===== config.mk =====
export PLATFORM = sky130hd
export DESIGN_NAME = u409_flash_cycle
export DESIGN_NICKNAME = d
export VERILOG_FILES = /design/src/rtl/u409_flash_cycle.sv
export SDC_FILE = /design/constraint.sdc
export NUM_CORES = 1
export LEC_CHECK = 0
export BUFFER_PORTS_ARGS = -buffer_cell sky130_fd_sc_hd__clkbuf_2
export CAP_MARGIN = 20
export CORE_MARGIN = 2
export CORE_UTILIZATION = 40
export DETAILED_ROUTE_END_ITERATION = 10
export PLACE_DENSITY_LB_ADDON = 0.3
export SLEW_MARGIN = 0
export SYNTH_ARGS = -nofsm -noshare
export SYNTH_HDL_FRONTEND = slang
export SYNTH_SLANG_ARGS = --single-unit

===== constraint.sdc =====
create_clock -name CLK40 -period 1.9 [get_ports CLK40]
set_input_delay 0.095 -clock CLK40 [delete_from_list [all_inputs] [get_ports CLK40]]
set_output_delay 0.095 -clock CLK40 [all_outputs]
set_load 0.005 [all_outputs]

===== src/rtl/u409_flash_cycle.sv =====
// u409_flash_cycle: NOR flash bus-cycle sequencer for U409; define FLASH_WP_EN to hardware-lock the boot sector
module u409_flash_cycle #(
    parameter int SETUP_CLK   = 1,
    parameter int READ_CLK    = 4,
    parameter int WRITE_CLK   = 2,
    parameter int HOLD_CLK    = 1,
    parameter int RST_LOW_CLK = 20,
    parameter int RST_REC_CLK = 8
) (
    input  logic        CLK40,
    input  logic        RESET,
    input  logic        TSn,
    input  logic        RnW,
    input  logic        FLASH_SPACE,
    input  logic [23:1] A,
    input  logic        F_RDY,
    output logic        F_ENn,
    output logic        F_READn,
    output logic        F_WRITEn,
    output logic        F_RSTn,
    output logic        F_WPn,
    output logic        F_ACK
);
    function automatic int mx(input int a, input int b);
        return a > b ? a : b;
    endfunction

    localparam int MAXP = mx(mx(mx(SETUP_CLK, READ_CLK), mx(WRITE_CLK, HOLD_CLK)), mx(RST_LOW_CLK, RST_REC_CLK));
    localparam int CW = $clog2(MAXP + 1);

    if (SETUP_CLK < 1 || READ_CLK < 1 || WRITE_CLK < 1 || HOLD_CLK < 1 || RST_LOW_CLK < 1 || RST_REC_CLK < 1) begin : g_bad_param
        $error("u409_flash_cycle: every timing parameter must be at least 1");
    end

    typedef enum logic [2:0] {INIT, RECOV, IDLE, BUSY, SETUP, RD, WR, HOLD} state_t;
    typedef logic [CW-1:0] cnt_t;

    state_t st, nxt;
    cnt_t cnt, cnt_n;
    logic rdy_m, rdy_s, pend, rnw_q, wp_blk;
    logic [23:1] a_q;

    function automatic cnt_t ld(input state_t s);
        return cnt_t'(s == INIT  ? RST_LOW_CLK - 1 :
                      s == RECOV ? RST_REC_CLK - 1 :
                      s == SETUP ? SETUP_CLK - 1 :
                      s == RD    ? READ_CLK - 1 :
                      s == WR    ? WRITE_CLK - 1 :
                      s == HOLD  ? HOLD_CLK - 1 : 0);
    endfunction

    wire ts_hit = !TSn && FLASH_SPACE;
    wire done = cnt == '0;

`ifdef FLASH_WP_EN
    assign F_WPn = 1'b0;
    assign wp_blk = a_q[23:16] == 8'h00;
`else
    assign F_WPn = 1'b1;
    assign wp_blk = 1'b0;
`endif

    always_comb begin
        nxt = st;
        case (st)
            INIT:    nxt = done ? RECOV : INIT;
            RECOV:   nxt = done ? IDLE : RECOV;
            IDLE:    nxt = (ts_hit || pend) ? (rdy_s ? SETUP : BUSY) : IDLE;
            BUSY:    nxt = rdy_s ? SETUP : BUSY;
            SETUP:   nxt = done ? (rnw_q ? RD : WR) : SETUP;
            RD:      nxt = done ? HOLD : RD;
            WR:      nxt = done ? HOLD : WR;
            default: nxt = done ? IDLE : HOLD;
        endcase
        cnt_n = nxt != st ? ld(nxt) : done ? cnt : cnt - cnt_t'(1);
    end

    // outputs are registered from the next state so strobes line up with the state they belong to
    always_ff @(posedge CLK40) begin
        rdy_m <= F_RDY;
        rdy_s <= rdy_m;
        if (ts_hit && !pend && (st == INIT || st == RECOV || st == IDLE)) begin
            a_q   <= A;
            rnw_q <= RnW;
        end
        if (RESET) begin
            st       <= INIT;
            cnt      <= ld(INIT);
            pend     <= 1'b0;
            F_ENn    <= 1'b1;
            F_READn  <= 1'b1;
            F_WRITEn <= 1'b1;
            F_ACK    <= 1'b0;
            F_RSTn   <= 1'b0;
        end else begin
            st       <= nxt;
            cnt      <= cnt_n;
            pend     <= (st == INIT || st == RECOV) && (pend || ts_hit);
            F_RSTn   <= nxt != INIT;
            F_ENn    <= nxt == INIT || nxt == RECOV || nxt == IDLE || nxt == BUSY;
            F_READn  <= nxt != RD;
            F_WRITEn <= nxt != WR || wp_blk;
            F_ACK    <= cnt_n == '0 && (nxt == RD || (nxt == HOLD && !rnw_q));
        end
    end
endmodule


# After elaboration in Yosys (flattened, before gate mapping)
# Cells that the tools add are included.
# word_totals
reg_bits	17
output_inout_bits	6
elab_cells	66
# classes
addsub	1
eq_ne	16
mux	17
reduce_logical	21
# ops
op	n
== test 3 bit, second input constant	7
one-hot mux 3 bit (7 select lines)	1
2-to-1 mux 5 bit	3
== test 3 x 2 -> 1 bit, second input constant	4
2-to-1 mux 2 bit	6
2-to-1 mux 3 bit	4
zero test 5 bit	2
logical OR 1 bit	7
== test 3 x 1 -> 1 bit, second input constant	2
logical AND 1 bit	6
zero test 3 bit	2
!= test 3 bit, second input constant	2
subtractor 5 x 1 -> 5 bit, second input constant	1
zero test 1 bit	3
2-to-1 mux 1 bit	3
!= test 3 bit	1
nonzero test 3 bit	1

# Longest topological paths before layout
# depth
ltp_word	14
ltp_mapped	8
depth_no_buf	8

# Worst setup path after synthesis
# Ideal clock, no wire load.
# synth_path
path_type	register -> register
from	register cnt[0]
to	register cnt[0]
setup_ns	0.122
t_arrival_ns	1.832
path_slack_ns	-0.054
stages_incl_launch_ff	9
path_buffers	0
period_less_slack_ns	1.954
cell_sequence	dfxtp_1 -> inv_1 -> ha_1 -> or4b_4 -> nand3_2 -> a21oi_2 -> nor3_4 -> o22ai_2 -> a311o_1
# synth_via
elab_chain_cells	10
# synth_lines
item	line	text
from (decl)	39	cnt_t cnt, cnt_n;
from (signal assigned)	88	cnt <= ld(INIT);
from (signal assigned)	97	cnt <= cnt_n;
zero test 5 bit	53	wire done = cnt == '0;
2-to-1 mux 3 bit (tied with other cells)	73	default: nxt = done ? IDLE : HOLD;
one-hot mux 3 bit (7 select lines)	65	case (st)
== test 3 bit	48	s == WR ? WRITE_CLK - 1 :
2-to-1 mux 1 bit	48	
2-to-1 mux 2 bit	47	s == RD ? READ_CLK - 1 :
2-to-1 mux 2 bit	46	s == SETUP ? SETUP_CLK - 1 :
2-to-1 mux 3 bit	45	s == RECOV ? RST_REC_CLK - 1 :
2-to-1 mux 5 bit	44	return cnt_t'(s == INIT ? RST_LOW_CLK - 1 :
2-to-1 mux 5 bit *	75	cnt_n = nxt != st ? ld(nxt) : done ? cnt : cnt - cnt_t'(1);
# Mark *: on every way between the ends. The rest lies on a longest branch, timed or not.
# A chain may end at the register's enable or synchronous reset.

# Worst setup path in the final report
# layout_path
from	register cnt[1]
to	register cnt[0]
# layout_via
elab_chain_cells	10
# layout_lines
item	line
zero test 5 bit *	53
2-to-1 mux 3 bit (tied with other cells)	73
one-hot mux 3 bit (7 select lines)	65
== test 3 bit	48
2-to-1 mux 1 bit	48
2-to-1 mux 2 bit	47
2-to-1 mux 2 bit	46
2-to-1 mux 3 bit	45
2-to-1 mux 5 bit	44
2-to-1 mux 5 bit *	75
# Marked as above.

==> results.sh <==
export IMPL_status="finished, final reports clean"
export IMPL_grt_antenna_before_repair=0
export IMPL_place_gp_congestion=0.854
export IMPL_yosysSeqAreaShare_pct=39.9
export IMPL_synthXorXnorAreaFrac_pct=1.99
export IMPL_critPathCaptureType="register"
export IMPL_multiInputGateArea_sq_um=514
export IMPL_rows=16
export IMPL_muxShareOfSynthArea_pct=0
export IMPL_initial_core_util_pct=43.4
export IMPL_path_class="reg2reg"
export IMPL_synth_simple_area_share_pct=27.1
export IMPL_slew_viol_final=0
export IMPL_yosys_most_used_dff="dfxtp_1"
export IMPL_path_max_fanout=4
export IMPL_die_height_um=50.9
export IMPL_clock_sinks=17
export IMPL_synth_adder_area_share_pct=2.85
export IMPL_synth_top_family_by_area="simple AND/OR/NAND/NOR gates"
export IMPL_utilization_pct=57.1
export IMPL_via_per_inst=5.55
export IMPL_cts_tree="yes"
export IMPL_finalCriticalPeriod_ps=1860
export IMPL_root_buffer="clkbuf_4"
export IMPL_fin_crit_sh_pct=97.8
export IMPL_crit_path_start_kind="register"
export IMPL_clkLatencyLatePin_ps=300
export IMPL_core_area_sq_mm=0.00202
export IMPL_gr_total_overflow=0
export IMPL_syn_num_nets=125
export IMPL_drt_iter0_markers=17
export IMPL_drtAntennaViolNets=0
export IMPL_wirelength_mm=2.01
export IMPL_power_density_mw_per_mm2=586
export IMPL_drt_pass1_iter_count=4
export IMPL_synth_area_sq_um=878
export IMPL_routedWlPerCell_um=13.5
export IMPL_htree_levels=1
export IMPL_area_growth_pct=31.5
export IMPL_io_pins=35
export IMPL_dieWidth_um=50.9
export IMPL_vdd_drop_max_v=0.000508
export IMPL_finalSetupTns_ps=0
export IMPL_ys_warn_count=0
export IMPL_final_nets=154
export IMPL_yosys_register_bits=17
export IMPL_cts_path_max_buffers=2
export IMPL_synthDistinctLibCells=46
export IMPL_synth_compound_area_share_pct=21.8
export IMPL_fillers=193
export IMPL_hold_path_class="in2reg"
export IMPL_cts_made_buffers=3
export IMPL_dp_hpwl_mm=1.49
export IMPL_power_leakage_nw=0.458
export IMPL_worstPathArrival_ps=2040
export IMPL_syn_mean_instance_area_sq_um=9.34
export IMPL_path_clk_slew_ps=100
export IMPL_drc_errors=0
export IMPL_fmax_mhz=538
export IMPL_grt_pass1_wl_mm=3.35
export IMPL_drive_above_1_share_pct=38.5
export IMPL_vias=827
export IMPL_die_area_sq_mm=0.00259
export IMPL_rsz0062_at_grt="yes"
export IMPL_synth_edf_count=1
export IMPL_hold_viol_final=0
export IMPL_worst_pin_slew_ps=570
export IMPL_diodes=0
export IMPL_finalSetupViolCount=0
export IMPL_seq_area_sq_um=352
export IMPL_syn_inst=94
export IMPL_grt_max_degree=11
export IMPL_grt_pass1_vias=818
export IMPL_synthArstFlopShare_pct=0
export IMPL_io_buffers=10
export IMPL_cp_required_ps=2090
export IMPL_grt_use_total_pct=17.3
export IMPL_skew_ps=5.76
export IMPL_slew_headroom_pct=61.4
export IMPL_maxCapViolations=0
-- worst max-delay path: stages (launching register included) --
cell	delay, ps
dfxtp_2	330
inv_2	70
ha_4	140
or4b_4	520
o21ai_4	190
buf_4	140
o22ai_2	80
a311o_1	280
-- layout make-up --
type                    instances  area share [%]
inverters                       7            2.28
well taps                      27            2.93
clock inverters                 1           0.433
multi-input cells              65            44.5
flip-flops and latches         17            30.4
repair buffers                 29            17.4
clock buffers                   3            1.95
-- Yosys cell counts, drive strengths merged (2+ instances only) --
cell / number / area share (%)
a21oi: 6 / 3.8
nand3: 4 / 2.8
ha: 2 / 2.8
inv: 7 / 3.0
nand2: 6 / 2.6
o21ai: 5 / 4.1
or3: 2 / 1.4
buf: 4 / 2.6
o311ai: 2 / 2.0
dfxtp: 16 / 36
nand4: 2 / 2.1
nor3: 5 / 4.1
o22ai: 2 / 2.1
nor2: 5 / 2.1
nor2b: 3 / 2.1
nor4: 3 / 2.8
-- placed cells by master, fill, tap and decap left out, types with 2 or more instances in the layout --
| cell | instances |
|---|---|
| or3_1 | 2 |
| nand2_1 | 6 |
| clkbuf_4 | 3 |
| nor2b_1 | 3 |
| buf_4 | 16 |
| inv_2 | 2 |
| nand3_1 | 3 |
| inv_1 | 5 |
| clkbuf_2 | 10 |
| nor4_1 | 2 |
| nor2_1 | 5 |
| dfxtp_1 | 15 |
| a21oi_1 | 5 |
| o21ai_0 | 3 |
| dlygate4sd3_1 | 2 |
| nor3_1 | 4 |
-- metal layers --
| metal | track usage [%] | wire [um] | up-vias |
|---|---|---|---|
| li1 | - | - | 402 |
| met1 | 18.6 | 871 | 388 |
| met2 | 31.4 | 1010 | 30 |
| met3 | 4.68 | 81 | 7 |
| met4 | 8.11 | 44 | 0 |
| met5 | 0 | 0 | - |
-- power by group --
| part | switching [mW] | internal [mW] | total [mW] |
|---|---|---|---|
| registers | 0.0158 | 0.375 | 0.391 |
| logic | 0.0438 | 0.0486 | 0.0923 |
| clock network | 0.114 | 0.0785 | 0.193 |
-- cell families (layout without fill, tap and decap cells) --
family	count (synthesis)	count (layout)
AOI/OAI and AO/OA	25	25
xor gates and xnor gates	2	2
adders and majority gates	2	2
buffers and inverters	12	40
DFF	17	17
other	1	1
and+or+nand+nor	35	35
-- sequential cells by signal, indices dropped and copies added, names as in the netlist --
name      cells
F_WRITEn      1
rdy_s         1
st            3
rdy_m         1
F_ENn         1
rnw_q         1
pend          1
F_RSTn        1
F_READn       1
cnt           5
F_ACK         1
-- what timing repair did --
| action | CTS | global route |
|---|---|---|
| pin swaps | 1 | 1 |
| gates resized for setup | 0 | 6 |
| hold buffers | 2 | 0 |
| buffers inserted | 1 | 1 |
| hold endpoints to repair | 2 | 0 |
| setup endpoints to repair | 4 | 3 |
-- final timing paths --
| path | startpoint | end | slack (ps) | cells after the start |
|---|---|---|---|---|
| worst max-delay path | cnt[1] | cnt[0] | 40 | 7 |
| worst max register to register | cnt[1] | cnt[0] | 40 | 7 |
| worst min-delay path | RESET | cnt[2] | 130 | 2 |
| worst min register to register | rdy_m | rdy_s | 350 | 0 |
-- per-stage QoR --
stage	worst slack, ps	std cells	power (mW)	hold slack [ps]	area [sq um]
2_1_floorplan	-12.7	94	0.456	123	891
3_3_place_gp	-18.0	141	0.483	201	1060
3_5_place_dp	-52.4	141	0.486	204	1060
4_1_cts	28.3	148	0.677	117	1120
5_1_grt	-29.2	149	0.715	119	1150
6_report	42.0	149	0.676	128	1150
(Power assumes the default switching activity.)
